[src/rtl/aura16_pkg.sv]
// rtl/aura16_pkg.sv - shared constants and FSM state type for the aura16 fetch path
package aura16_pkg;

  localparam int          DEPTH = 512;
  localparam int          AW    = 9;
  localparam logic [15:0] NOP   = 16'h0000;

  typedef enum logic [1:0] {
    ST_IDLE = 2'd0,
    ST_LOAD = 2'd1,
    ST_RUN  = 2'd2
  } fsm_state_t;

endpackage

[src/rtl/imem_fetch_ctrl.sv]
// rtl/imem_fetch_ctrl.sv - instruction memory loader and single-cycle fetch stage
module imem_fetch_ctrl #(
  parameter int          DEPTH = aura16_pkg::DEPTH,
  parameter int          AW    = aura16_pkg::AW,
  parameter logic [15:0] NOP   = aura16_pkg::NOP
) (
  input  logic        clk,
  input  logic        rst_n,
  input  logic        load_en,
  input  logic        run_en,
  input  logic        load_valid,
  input  logic [15:0] load_data,
  output logic        load_ready,
  input  logic        stall,
  input  logic        redirect_valid,
  input  logic [15:0] redirect_addr,
  output logic [15:0] mem_addr,
  output logic        mem_we,
  output logic [15:0] mem_wdata,
  input  logic [15:0] mem_rdata,
  output logic        if_valid,
  output logic [15:0] if_instr,
  output logic [15:0] if_pc,
  output logic [1:0]  state
);
  import aura16_pkg::*;

  fsm_state_t    cur_st;
  fsm_state_t    nxt_st;
  logic [AW-1:0] load_ptr;
  logic [15:0]   pc;
  logic          st_load;
  logic          st_run;
  logic          load_last;
  logic          load_exit;

  // Anything that is neither LOAD nor RUN behaves as IDLE, including the unused encoding.
  assign st_load   = (cur_st == ST_LOAD);
  assign st_run    = (cur_st == ST_RUN);
  assign load_last = (load_ptr == AW'(DEPTH - 1));
  assign load_exit = st_load && (!load_en || (load_valid && load_last));
  assign state     = cur_st;

  always_ff @(posedge clk) begin
    if (!rst_n) begin
      cur_st <= ST_IDLE;
    end else begin
      cur_st <= nxt_st;
    end
  end

  always_comb begin
    nxt_st     = cur_st;
    load_ready = 1'b0;
    mem_we     = 1'b0;
    mem_addr   = pc;
    mem_wdata  = load_data;
    case (cur_st)
      ST_LOAD: begin
        // Gated by rst_n so a reset landing mid-load never commits a write.
        load_ready = rst_n;
        mem_we     = rst_n && load_valid;
        mem_addr   = {{(16 - AW){1'b0}}, load_ptr};
        if (load_exit) nxt_st = ST_IDLE;
      end
      ST_RUN: begin
        if (load_en) nxt_st = ST_IDLE;
      end
      default: begin
        if (load_en)     nxt_st = ST_LOAD;
        else if (run_en) nxt_st = ST_RUN;
        else             nxt_st = ST_IDLE;
      end
    endcase
  end

  always_ff @(posedge clk) begin
    if (!rst_n) begin
      load_ptr <= '0;
      pc       <= 16'h0000;
      if_valid <= 1'b0;
      if_instr <= NOP;
      if_pc    <= 16'h0000;
    end else begin
      if (!st_load && !st_run && load_en) begin
        load_ptr <= '0;
      end else if (st_load && load_valid && !load_last) begin
        load_ptr <= load_ptr + 1'b1;
      end

      if (load_exit) pc <= 16'h0000;

      // Leaving RUN for a reload outranks redirect, which outranks stall.
      if (st_run) begin
        if (load_en) begin
          if_valid <= 1'b0;
          if_instr <= NOP;
        end else if (redirect_valid) begin
          pc       <= redirect_addr;
          if_valid <= 1'b0;
          if_instr <= NOP;
        end else if (!stall) begin
          if_instr <= mem_rdata;
          if_pc    <= pc;
          if_valid <= 1'b1;
          pc       <= pc + 16'd1;
        end
      end
    end
  end

endmodule
[config.mk]
export PLATFORM = sky130hd
export DESIGN_NAME = imem_fetch_ctrl
export DESIGN_NICKNAME = d
export VERILOG_FILES = /design/src/rtl/aura16_pkg.sv /design/src/rtl/imem_fetch_ctrl.sv
export SDC_FILE = /design/constraint.sdc
export NUM_CORES = 1
export LEC_CHECK = 0
export ABC_AREA = 1
export CELL_PAD_IN_SITES_DETAIL_PLACEMENT = 0
export CELL_PAD_IN_SITES_GLOBAL_PLACEMENT = 1
export CORE_ASPECT_RATIO = 1.2
export CORE_MARGIN = 2
export CORE_UTILIZATION = 33
export DETAILED_ROUTE_END_ITERATION = 8
export PLACE_DENSITY = 0.87
export SYNTH_ARGS = -nofsm -noshare
export SYNTH_HDL_FRONTEND = slang
export SYNTH_SLANG_ARGS = --single-unit
export TNS_END_PERCENT = 100
[constraint.sdc]
create_clock -name clk -period 4 [get_ports clk]
set_input_delay 0.6 -clock clk [delete_from_list [all_inputs] [get_ports clk]]
set_output_delay 0.6 -clock clk [all_outputs]
set_load 0.01 [all_outputs]
# Yosys cells after proc, flatten, opt, wreduce, memory -nomap -nowiden
# Index checks and enable logic that the tools add are counted.
# Widths: inputs -> output; s select.
totals:
  ff_bits: 60
  out_inout_bits: 69
  word_cells: 53
op_classes:
  addsub: 2
  n_eq_ne: 6
  n_mux: 19
  bitwise: 4
  reduce_logical: 16
op_table:
  columns: ["cell", "n"]
  rows:
  - ["$mux 16", 9]
  - ["$add 16x1->16 const B", 1]
  - ["$add 9x1->9 const B", 1]
  - ["$eq 9x9->1 const B", 1]
  - ["$mux 2", 4]
  - ["$logic_and 1x1->1", 7]
  - ["$mux 1", 5]
  - ["$logic_not 1->1", 4]
  - ["$not 1->1", 4]
  - ["$pmux 2 s2", 1]
  - ["$reduce_and 2->1", 2]
  - ["$reduce_and 4->1", 1]
  - ["$ne 3x2->1 const B", 1]
  - ["$eq 2x1->1 const B", 1]
  - ["$eq 2x2->1 const B", 1]
  - ["$ne 2x1->1 const B", 1]
  - ["$ne 2x2->1 const B", 1]
  - ["$reduce_or 2->1", 1]
  - ["$logic_or 1x1->1", 1]

# Longest topological paths before layout
# Gate-level depths: netlist of run 1.
depth:
  ltp_word: 9
  ltp_mapped: 14
  ltp_nobuf: 13

# Worst setup path before layout of run 1
# No wires, ideal clock.
synth_path:
  kind: "flip-flop to output port"
  from: "register cur_st[1] (netlist: state[1])"
  to: "output mem_addr[6]"
  arrival_time_ns: 1.316
  required_time_ns: 3.400
  slack_ns: 2.084
  path_stages_with_launch: 6
  n_path_buf: 2
  cell_sequence: "dfxtp_1 > inv_1 > ha_1 > buf_2 > clkbuf_1 > o21ai_0"
synth_between:
  elab_chain_len: 2
synth_rtl:
  columns: ["item", "line", "rtl"]
  rows:
  - ["from (decl)", "imem_fetch_ctrl.sv:28", "fsm_state_t cur_st;"]
  - ["from (signal assigned)", "imem_fetch_ctrl.sv:48", "cur_st <= nxt_st;"]
  - ["$eq 2x1->1", "imem_fetch_ctrl.sv:58", "case (cur_st)"]
  - ["$mux 16", "imem_fetch_ctrl.sv:58", null]
  - ["to (decl)", "imem_fetch_ctrl.sv:17", "output logic [15:0] mem_addr,"]
# Every way passes these cells.

# Worst setup path in the final report of run 1
layout_path:
  from: "register cur_st[0] (netlist: state[0])"
  to: "output mem_we"
layout_between:
  elab_chain_len: 2
layout_rtl:
  columns: ["item", "line", "rtl"]
  rows:
  - ["$eq 2x1->1", "imem_fetch_ctrl.sv:58", null]
  - ["$mux 1", "imem_fetch_ctrl.sv:58", null]
  - ["to (decl)", "imem_fetch_ctrl.sv:18", "output logic mem_we,"]
# Every way passes these cells.

==> flow_results.org, run 1 <==
** Run status
- The run finished with clean final reports.

** Power and ir drop
- Net switching is between 20% and 30% of the power.
- In this run the power spent charging and discharging nets is around 360 µW.
- Internal power comes to around 1200 µW.
- The analysis attributes to cell leakage a power of ~0.0016 µW.
- P per Cell Area :: around 350 mW/mm²
- Sequential share of power :: between 40% and 50%
- The clock network burns approximately 48% of the power.
- Worst IR Drop VDD :: around 0.00016 V
- Of the total power, combinational logic draws between 10% and 20%.

** Synth
- Number of storage elements in the synthesis netlist :: 60
- Dividing the synthesized area by the synthesized cell count gives about 7.0 µm².
- The mapped netlist covers approximately 0.0033 mm².
- Ranked by total cell area, the synthesized netlist is headed by sky130_fd_sc_hd__dfxtp_1 36%, sky130_fd_sc_hd__nand2_1 11%, sky130_fd_sc_hd__a21oi_1 7.5%.
- For this run, the register share of the synthesized area comes to a little over a third.
- Summed over its instances, the top area cell type makes up between 30 and 40% of the synthesized netlist area.
- The largest total area in the synthesized netlist belongs to sky130_fd_sc_hd__dfxtp_1.
- In the post-synthesis netlist, the cell with the most instances is sky130_fd_sc_hd__nand2_1.
- In this run, synthesis inferred 0 flip-flops with an integrated enable.
- Number of distinct library cells after synthesis :: 38
- The cell count after synthesis came out at 480.
- Most common flop cell mapped by yosys :: sky130_fd_sc_hd__dfxtp_1
- The Yosys step of the flow raised 0 warnings.
- Async SR Flop Fraction :: 0%
- Most frequent cells after synthesis :: 94 x sky130_fd_sc_hd__nand2_1, 60 x sky130_fd_sc_hd__dfxtp_1, 50 x sky130_fd_sc_hd__a21oi_1, 49 x sky130_fd_sc_hd__nand3_1, 49 x sky130_fd_sc_hd__nor2_1
- Total nets after synthesis :: 540

** Worst setup path
- Along the worst path, the maximum fanout reaches 20.
- The worst setup path is captured at an output port.
- Crit Path Class :: flip-flop to output port
- Capture point of the worst path :: mem_we
- Reg-to-Reg Start :: load_ptr[1]
- The worst register-to-register path ends at pc[8].
- STA classifies the critical path startpoint as a flip-flop.
- Counting cells, the worst reg-to-reg path comes to 13.
- Data on the critical path is required at its endpoint by about 3.4 ns.
- Arrival time at the worst endpoint :: approximately 2.3 ns
- The critical path starts at state[0].
- Reg2Reg Setup Slack :: around 1.7 ns

** Min path
- The path class of the tightest hold or removal check is flip-flop to flip-flop.

** Detailed routing
- The first detailed-routing pass ran for 4 iterations.
- Final antenna-violating net count :: 0
- After detailed routing, the average wire length per cell comes to 13.3 µm.
- The first routing iteration left around 180 violations.
- Post-Route WL :: 9020 µm
- In the routed design, unresolved DRC markers number 0.
- Using the TritonRoute via totals, the vias-per-cell ratio works out to 4.80.
- The detailed router placed 3248 vias in this run.

** Placed design
- During placement, the flow inserted port buffers numbering slightly above 90.
- The number of placed instances, taps included, is 661.
- DP Wirelength :: ~6500 µm
- The congestion estimate from routability-driven global placement came to approximately 0.85.

** Timing
- Final hold analysis gives a worst-case slack of 0.482 ns.
- Final setup fails :: 0
- Worst-margin pin slew :: 0.923 ns
- Period minus WS final :: between 2 and 3 ns
- Setup repair after global routing left no endpoint under its margin.
- Final critical-path share of the clock period :: roughly 70%
- Final hold violations :: 0
- Slew Limit Fails :: 0
- Clock Skews :: approximately 0.0046 ns
- Timing would allow up to 0.350 GHz.
- For the final routed database, the setup TNS stands at 0 ns.
- Max transition margin :: 38.4%

** Floorplan
- Initial standard-cell utilization of the core :: between 30% and 40%
- Core outline area :: between 0.009 and 0.01 mm²
- The die covers about 0.011 mm².
- # rows :: 40
- From left edge to right edge, the die measures 95.9 µm.
- 124 I/O pins were placed.
- The die is approximately 110 µm tall.

** CTS
- The number of hold buffers added after CTS was 0.
- CTS Buf Count :: 9
- Clock latency on the worst-skew pair :: ~0.33 ns
- Count of clock tree sinks :: 60
- H-tree depth :: 3
- After clock tree synthesis, the setup repair step added 0 buffers.
- Buffer depth of the longest clock path :: 2
- Clock root buffer :: sky130_fd_sc_hd__clkbuf_16
- Number of gates resized after CTS :: 0
- TritonCTS clock tree :: built
- Clock-pin slew was measured on the worst setup and hold paths at 0.05 ns.

** Global route
- Maximum number of pins on one net before global-route repair :: 50
- Gr usage total :: 16.8%
- For this run the aggregate overflow at the end of global routing stands at 0.
- The first global-routing pass estimated between 10000 and 15000 µm of wire.
- The number of antenna violations at the first check in global routing was 0.
- Via count of the first global-routing pass :: between 3000 and 4000

** Finish
- Diode count :: 0
- In the final design database the tool counted 606 nets.
- Finished Core Util :: 44.5%
- The post-route netlist has 8.91% of its cells at a drive strength greater than 1.
- Compared with the post-synthesis result, the final layout area differs by 32.5%.
- Excluding fillers, the count of instances in the completed layout stands at 676.

** Flow run
- Max-cap violation count :: 0
cells in the final DEF (no fill, tap or decap), types with 3 or more instances in the layout:
master                            count
sky130_fd_sc_hd__a21oi_1             50
sky130_fd_sc_hd__a21oi_2              5
sky130_fd_sc_hd__buf_4                3
sky130_fd_sc_hd__clkbuf_1             3
sky130_fd_sc_hd__clkbuf_16            9
sky130_fd_sc_hd__clkdlybuf4s50_1     91
sky130_fd_sc_hd__dfxtp_1             60
sky130_fd_sc_hd__ha_1                 5
sky130_fd_sc_hd__inv_1               41
sky130_fd_sc_hd__inv_2                6
sky130_fd_sc_hd__nand2_1             94
sky130_fd_sc_hd__nand2_2              5
sky130_fd_sc_hd__nand3_1             49
sky130_fd_sc_hd__nand4_1              8
sky130_fd_sc_hd__nor2_1              49
sky130_fd_sc_hd__nor2_2               5
sky130_fd_sc_hd__o211ai_1             4
sky130_fd_sc_hd__o21ai_0             34
sky130_fd_sc_hd__o21ai_1              3
through the flow:
stage / cell area (µm²) / total power, µW / setup slack [ns]
5_1_grt: 4430 / 1620 / 0.974
6_report: 4430 / 1560 / 1.14
4_1_cts: 4430 / 1570 / 1.10
2_1_floorplan: 3340 / 755 / 2.08
3_3_place_gp: 4140 / 820 / 1.27
3_5_place_dp: 4140 / 822 / 1.23
power by group through the flow:
stage | Sequential (µW) | Combinational [µW] | Clock, µW
after CTS | 624 | 187 | 762
after detailed placement | 636 | 186 | 0
after global routing | 625 | 204 | 789
after global placement | 635 | 184 | 0
after floorplan | 637 | 119 | 0
final | 624 | 185 | 746
worst min-delay path by stage:
stage / from / to / cells after the start / slack (ns)
after global placement: if_instr[10] / if_instr[10] / 2 / 0.47
after CTS: if_instr[5] / if_instr[5] / 2 / 0.49
after floorplan: load_ptr[7] / load_ptr[7] / 2 / 0.47
after detailed placement: if_instr[5] / if_instr[5] / 2 / 0.48
final: if_instr[5] / if_instr[5] / 2 / 0.48
after global routing: if_instr[8] / if_instr[8] / 2 / 0.50
sequential cells by signal (all words and copies together), names as in the netlist:
register and cells:
if_pc 16, if_valid 1, state 2, load_ptr 9
if_instr 16, pc 16
layer usage:
metal	global-route usage [%]	vias to the layer above	share of wire, %
li1	-	1692	-
met5	0	-	0
met3	2.57	17	5.4
met2	28.2	92	49
met1	20.2	1447	43
met4	9.24	0	2.6
kinds of logic (layout without fill, tap and decap cells):
kind of cell | after synthesis | count (layout) | share of synthesized area [%]
compound gates | 104 | 104 | 17.0
simple gates | 224 | 224 | 31.0
flops | 60 | 60 | 36.0
buf+inv | 87 | 157 | 14.1
fa+ha+maj | 5 | 5 | 1.87
critical path, cell delays in order, from the launching register on:
cell and delay, ns:
sky130_fd_sc_hd__dfxtp_1 0.37, sky130_fd_sc_hd__ha_1 0.53, sky130_fd_sc_hd__buf_4 0.29, sky130_fd_sc_hd__nand2_1 0.11
sky130_fd_sc_hd__nor2_1 0.09, sky130_fd_sc_hd__clkdlybuf4s50_1 0.54
final cells by class:
type	count	area, µm²
clock buffers	13	250
clock inverters	2	35.0
fillers	1032	5530
inverters	48	183
multi-input cells	333	1670
flip-flops and latches	60	1200
well taps	126	158
repair buffers	94	933
Power figures use the tool's default switching activity.
==> run 2: changes to the inputs <==
--- a/config.mk
+++ b/config.mk
@@ -10,9 +10,9 @@
 export CELL_PAD_IN_SITES_GLOBAL_PLACEMENT = 1
 export CORE_ASPECT_RATIO = 1.2
 export CORE_MARGIN = 2
-export CORE_UTILIZATION = 33
+export CORE_UTILIZATION = 28
 export DETAILED_ROUTE_END_ITERATION = 8
-export PLACE_DENSITY = 0.87
+export PLACE_DENSITY = 0.78
 export SYNTH_ARGS = -nofsm -noshare
 export SYNTH_HDL_FRONTEND = slang
 export SYNTH_SLANG_ARGS = --single-unit
==> constraint.sdc (replaced) <==
create_clock -name clk -period 2.56 [get_ports clk]
set_input_delay 0.384 -clock clk [delete_from_list [all_inputs] [get_ports clk]]
set_output_delay 0.384 -clock clk [all_outputs]
set_load 0.01 [all_outputs]
==> run 2 against run 1 <==
Non-clock buffer count up 4. Die area up 17%. Flip-flop and latch count unchanged. Critical path depth unchanged. Critical path type unchanged. Sequential power up 56%.
==> flow_results.org, run 2 (same netlist as run 1, synthesis figures left out) <==
** Run status
- The flow ran to the end, and the final reports show no timing, DRC or antenna violations.

** Timing
- Slew Limit Fails :: 0
- Final hold violations :: 0
- Max transition margin :: between 50 and 60%
- After layout, the worst path uses between 90% and 100% of the clock period.
- For the pin with the worst max-slew slack, the measured transition is ~0.72 ns.
- Clock Skews :: ~0.0084 ns
- Based on the critical path, the design can be clocked at up to between 0.4 and 0.5 GHz.
- Summed over all failing endpoints, the final setup total negative slack is 0 ns.
- The clock period could shrink to around 2.5 ns.
- Setup repair after global routing left no endpoint under its margin.
- Setup violations remaining at the end of the flow were counted as 0.

** Worst setup path
- STA classifies the critical path startpoint as a flip-flop.
- The critical path goes through inv_1 > ha_1 > buf_4 > o21ai_0 > clkdlybuf4s50_1.
- Worst setup EP type :: output port
- Maximum fanout along the worst path :: 30
- The worst register-to-register path begins at load_ptr[0].
- The number of buffers and inverters on the critical path is 3.
- CP peak stage delay :: 0.60 ns
- The slowest stage of the critical path is the sky130_fd_sc_hd__clkdlybuf4s50_1 cell.
- Crit Path Class :: flip-flop to output port
- Arrival time at the worst endpoint :: about 2.1 ns
- Launch point of the critical path :: state[1]
- STA puts the critical path data required time at approximately 2.2 ns.
- The cell family contributing the most delay on the critical path is buffers and inverters.

** Global route
- For this run the aggregate overflow at the end of global routing stands at 0.
- The number of antenna violations at the first check in global routing came to 0.
- Gr usage total :: 15.4%
- Global-route wire length before repair :: 15800 µm
- Maximum number of pins on one net before global-route repair :: 50
- Via count of the first global-routing pass :: approximately 3400

** Min path
- Worst Min Path Start :: if_instr[8]
- The worst hold path belongs to the class flip-flop to flip-flop.

** Floorplan
- The die is 124 µm tall.
- For this configuration, the core starts out at a cell density of between 20 and 30%.
- Core outline area :: between 0.01 and 0.015 mm²
- The die is 104 µm wide.
- Count of pins on the block boundary :: roughly 120
- The initialized floorplan defines 43 standard-cell rows.
- The floorplan step defined a die boundary enclosing between 0.01 and 0.015 mm².

** CTS
- The number of setup buffers added after CTS is 0.
- H-tree depth :: 3
- CTS hold repair buffers :: 0
- The clock passes through at most 2 buffers.
- Clock root buffer :: sky130_fd_sc_hd__clkbuf_16
- TritonCTS built the clock tree.
- Number of gates resized after CTS :: 0
- After clock tree synthesis, the clock-pin slew on the worst setup and hold paths is roughly 0.050 ns.
- TritonCTS created 9 clock buffers.
- The clock net in this run drives a total of 60 sinks.
- Clock latency on the worst-skew pair :: between 0.3 and 0.4 ns

** Finish
- Fraction of layout instances using a drive strength above 1 :: about a tenth
- Top flop regs :: if_instr: 16 flops, if_pc: 16 flops, pc: 16 flops
- Diode count :: 0
- Net count of the finished layout :: 610
- Fill cell instance count of the final layout :: around 1200
- Leading cell types in the layout, fill and taps excluded :: 94 x sky130_fd_sc_hd__nand2_1, 91 x sky130_fd_sc_hd__clkdlybuf4s50_1, 60 x sky130_fd_sc_hd__dfxtp_1
- The library cell used most frequently in the layout, excluding fill and tap cells, is sky130_fd_sc_hd__nand2_1.
- Area overhead of the layout relative to synthesis :: 35.5%
- Area of all placed cells without fillers :: ~0.0045 mm²

** Detailed routing
- Per-cell via count in the routed design :: between 4 and 5
- After the first detailed-routing iteration, the DRC count stood at 207.
- Detailed-route wire length per cell :: about 14 µm
- The detail route stage leaves a number of antenna-violating nets equal to 0.
- In the routed design, unresolved DRC markers number 0.
- Number of detailed-routing iterations run before antenna repair :: 4
- Post-Route WL :: between 9000 and 10000 µm
- Overall via count from detail_route :: around 3300

** Placed design
- DP Wirelength :: roughly 7000 µm
- IO Port Bufs :: between 90 and 100
- Once placement finished, the instance area stood at 0.00422 mm².
- Final weighted congestion in routability-driven placement :: ~0.85

** Power and ir drop
- The completed layout was analyzed and its total power is 2490 µW.
- In this run the static leakage power is 0.00166 µW.
- The worst-case IR drop observed on VDD is ~0.00027 V.
- Power spread over the standard cell area amounts to ~550 mW/mm².

** Flow run
- Max-cap violation count :: 0
-- run 2: metal layers --
metal	wire, µm	track usage (%)	vias to the layer above
li1	-	-	1705
met1	4140	17.7	1483
met2	4620	26.4	103
met3	555	3.45	24
met4	291	9.38	0
met5	0	0	-
-- run 2: layout make-up --
type	instances	area (µm²)	share of cell area [%]
multi-input combinational	333	1670	36.9
sequential	60	1200	26.5
timing repair buffer	98	976	21.6
clock buffer	11	253	5.58
tap	157	196	4.34
inverter	48	183	4.04
clock inverter	4	48.8	1.08
-- run 2: worst reg2reg max path, cell delays in order (launching register included) --
cell                      delay [ns]
sky130_fd_sc_hd__dfxtp_1        0.38
sky130_fd_sc_hd__ha_1           0.19
sky130_fd_sc_hd__nand3_1        0.08
sky130_fd_sc_hd__nor4_1         0.20
sky130_fd_sc_hd__ha_1           0.22
sky130_fd_sc_hd__nand2_1        0.09
sky130_fd_sc_hd__nand2_2        0.09
sky130_fd_sc_hd__nand3_2        0.27
sky130_fd_sc_hd__nand2_1        0.14
sky130_fd_sc_hd__nand2_1        0.06
sky130_fd_sc_hd__o21ai_0        0.07
sky130_fd_sc_hd__nand2_1        0.07
sky130_fd_sc_hd__nand2_1        0.06
sky130_fd_sc_hd__a21oi_1        0.05
-- run 2: final timing paths --
kind / slack, ns / end / depth (start not counted)
setup / recovery: 0.09 / mem_addr[8] / 5
hold / removal: 0.48 / if_instr[8] / 2
setup reg to reg: 0.47 / pc[7] / 13
hold reg to reg: 0.48 / if_instr[8] / 2
-- run 2: power breakdown --
group,total (µW),internal [µW],switching (µW)
logic,299,136,163
clock network,1220,798,422
registers,975,955,19.1
total,2490,1890,604
-- run 2: per-stage QoR --
stage	hold WS [ns]	worst slack (ns)	instances	utilization, %
floorplan	0.465	0.810	480	-
global placement	0.473	0.432	696	36.3
detailed placement	0.476	0.427	696	36.3
CTS	0.483	0.0599	711	38.9
global route	0.498	0.0122	711	38.9
finish	0.482	0.0928	711	38.9
==> run 3: changes to the inputs <==
--- a/config.mk
+++ b/config.mk
@@ -9,7 +9,7 @@
 export CELL_PAD_IN_SITES_DETAIL_PLACEMENT = 0
 export CELL_PAD_IN_SITES_GLOBAL_PLACEMENT = 1
 export CORE_ASPECT_RATIO = 1.2
-export CORE_MARGIN = 2
+export CORE_MARGIN = 4
 export CORE_UTILIZATION = 28
 export DETAILED_ROUTE_END_ITERATION = 8
 export PLACE_DENSITY = 0.78
==> run 3 against run 2 <==
Final area barely moved. Combinational power about the same. Wire length up 1.8%. Largest power group unchanged.
==> flow_results.org, run 3 (same netlist as run 1, synthesis figures left out) <==
** CTS
- Clock slew at the register clock pins of the worst setup and hold paths :: about 0.05 ns
- Count of clock tree sinks :: 60
- Counting the buffers created by CTS gives 9.
- Buffer depth of the longest clock path :: 2
- After clock tree synthesis, the flow added hold-fix buffers numbering 0.
- The H-tree generated during clock tree synthesis spans 3 levels.
- Clock root buffer :: sky130_fd_sc_hd__clkbuf_16
- At the later pin of the worst-skew pair, clock insertion delay measures 0.33 ns.
- TritonCTS built the clock tree.
- Number of gates resized after CTS :: 0
- Post CTS Setup Buffer Count :: 0

** Floorplan
- The floorplan step defined a core boundary enclosing roughly 0.012 mm².
- Initial standard-cell utilization of the core :: roughly 29%
- # rows :: 43
- 124 I/O pins were placed.
- In this run the vertical extent of the chip is 128 µm.
- The floorplan step set the die width to 108 µm.
- The die covers 0.0137 mm².

** Global route
- Via count of the first global-routing pass :: between 3000 and 4000
- Global-route wire length before repair :: 16200 µm
- Maximum number of pins on one net before global-route repair :: 33
- The number of antenna violations at the first check in global routing is 0.
- Leftover overflow at the end of global routing :: 0
- In the global route stage, overall resource usage came out at approximately 15%.

** Detailed routing
- Detailed-route wire length per cell :: between 10 and 15 µm
- Per-cell via count in the routed design :: around 4.7
- Starting DRT DRC Count :: between 200 and 250
- Number of detailed-routing iterations run before antenna repair :: 5
- Post-Route WL :: about 9800 µm
- Detailed-route DRC error count :: 0
- Final antenna-violating net count :: 0
- Overall via count from detail_route :: 3339

** Finish
- Of the cells placed in the final design, the portion with a size suffix greater than 1 is between 10% and 20%.
- Top flop regs :: if_instr: 16 flops, if_pc: 16 flops, pc: 16 flops
- After filler insertion, the fill cell instance count of the layout stands at approximately 1300.
- Net count of the finished layout :: approximately 610
- Area overhead of the layout relative to synthesis :: 35.4%
- Cells fill between 30% and 40% of the core in the end.
- Most frequent standard cell in the layout excluding fill and tap cells :: sky130_fd_sc_hd__nand2_1
- Leading cell types in the layout, fill and taps excluded :: 94 x sky130_fd_sc_hd__nand2_1, 91 x sky130_fd_sc_hd__clkdlybuf4s50_1, 60 x sky130_fd_sc_hd__dfxtp_1
- Diode count :: 0

** Timing
- Slew Limit Fails :: 0
- The clock arrives with between 0.007 and 0.008 ns of skew.
- For the pin with the worst max-slew slack, the measured transition is 0.717 ns.
- Setup repair after global routing left no endpoint under its margin.
- Aggregate negative setup slack :: 0 ns
- Dividing the final minimum period by the clock period gives ~94%.
- Setup violations remaining at the end of the flow were counted as 0.
- Period minus WS final :: roughly 2.4 ns
- Derived from the worst setup path, the maximum achievable clock frequency is 0.414 GHz.
- Max transition margin :: 52.2%
- The final number of hold-violating endpoints came to 0.

** Placed design
- Once detailed placement completed, the half-perimeter wirelength came to ~7300 µm.
- The count of buffers added on input and output ports is 91.
- Routability-driven placement finished with a final weighted congestion of 0.866.

** Worst setup path
- Worst setup EP type :: output port
- Data on the critical path arrives at its endpoint at between 2 and 2.5 ns.
- The worst setup path is launched from a flip-flop.
- Critical Path RT :: ~2.2 ns
- Crit Path Class :: flip-flop to output port
- In this run the worst path has a maximum fanout of 30.
- Across all register-to-register paths, the minimum setup slack is ~0.43 ns.

** Flow run
- The tool flagged a number of max-cap violations equal to 0.

** Power and ir drop
- In this run the static leakage power is about 0.0017 µW.
- P per Cell Area :: between 500 and 600 mW/mm²
- Across the VDD grid, the largest voltage drop is 0.000332 V.

** Run status
- The flow ran to the end, and the final reports show no timing, DRC or antenna violations.

** Min path
- Worst hold-check path type :: flip-flop to flip-flop
run 3: final cells by class:
class	count	area [µm²]	area share, %
repair buffers	99	971	21.5
well taps	157	196	4.34
clock buffers	12	256	5.67
multi-input cells	333	1670	36.9
flip-flops and latches	60	1200	26.6
clock inverters	4	47.5	1.05
inverters	48	183	4.04
run 3: final timing paths:
| path | cells after the start | endpoint | start |
|---|---|---|---|
| worst max-delay path | 5 | mem_addr[8] | state[1] |
| worst min-delay path | 2 | if_instr[10] | if_instr[10] |
| worst max register to register | 13 | pc[15] | load_ptr[0] |
| worst min register to register | 2 | if_instr[10] | if_instr[10] |
run 3: per-layer routing:
layer / GRT usage (%) / wire (µm)
met1: 17.9 / 4250
met2: 25.1 / 4820
met3: 3.78 / 598
met4: 4.53 / 103
met5: 0 / 0
run 3: where the power goes:
part	leakage, µW	internal (µW)	switching, µW	total (µW)
combinational	0.00103	136	164	300
sequential	0.000484	955	19.2	975
clock	0.000149	802	424	1230
total	0.00166	1890	606	2500
run 3: through the flow:
stage | power (µW) | setup slack [ns] | hold WS [ns] | instances | area [µm²]
CTS | 2530 | 0.111 | 0.484 | 713 | 4520
global placement | 1290 | 0.491 | 0.473 | 697 | 4220
floorplan | 1180 | 0.810 | 0.465 | 480 | 3340
finish | 2500 | 0.147 | 0.480 | 713 | 4520
global route | 2610 | 0.0182 | 0.512 | 713 | 4520
detailed placement | 1300 | 0.409 | 0.476 | 697 | 4220
run 3: worst max-delay path: stages (launching register included):
cell and delay (ns):
sky130_fd_sc_hd__dfxtp_1 0.36, sky130_fd_sc_hd__inv_1 0.07, sky130_fd_sc_hd__ha_1 0.17, sky130_fd_sc_hd__buf_4 0.23, sky130_fd_sc_hd__o21ai_0 0.28, sky130_fd_sc_hd__clkdlybuf4s50_1 0.59
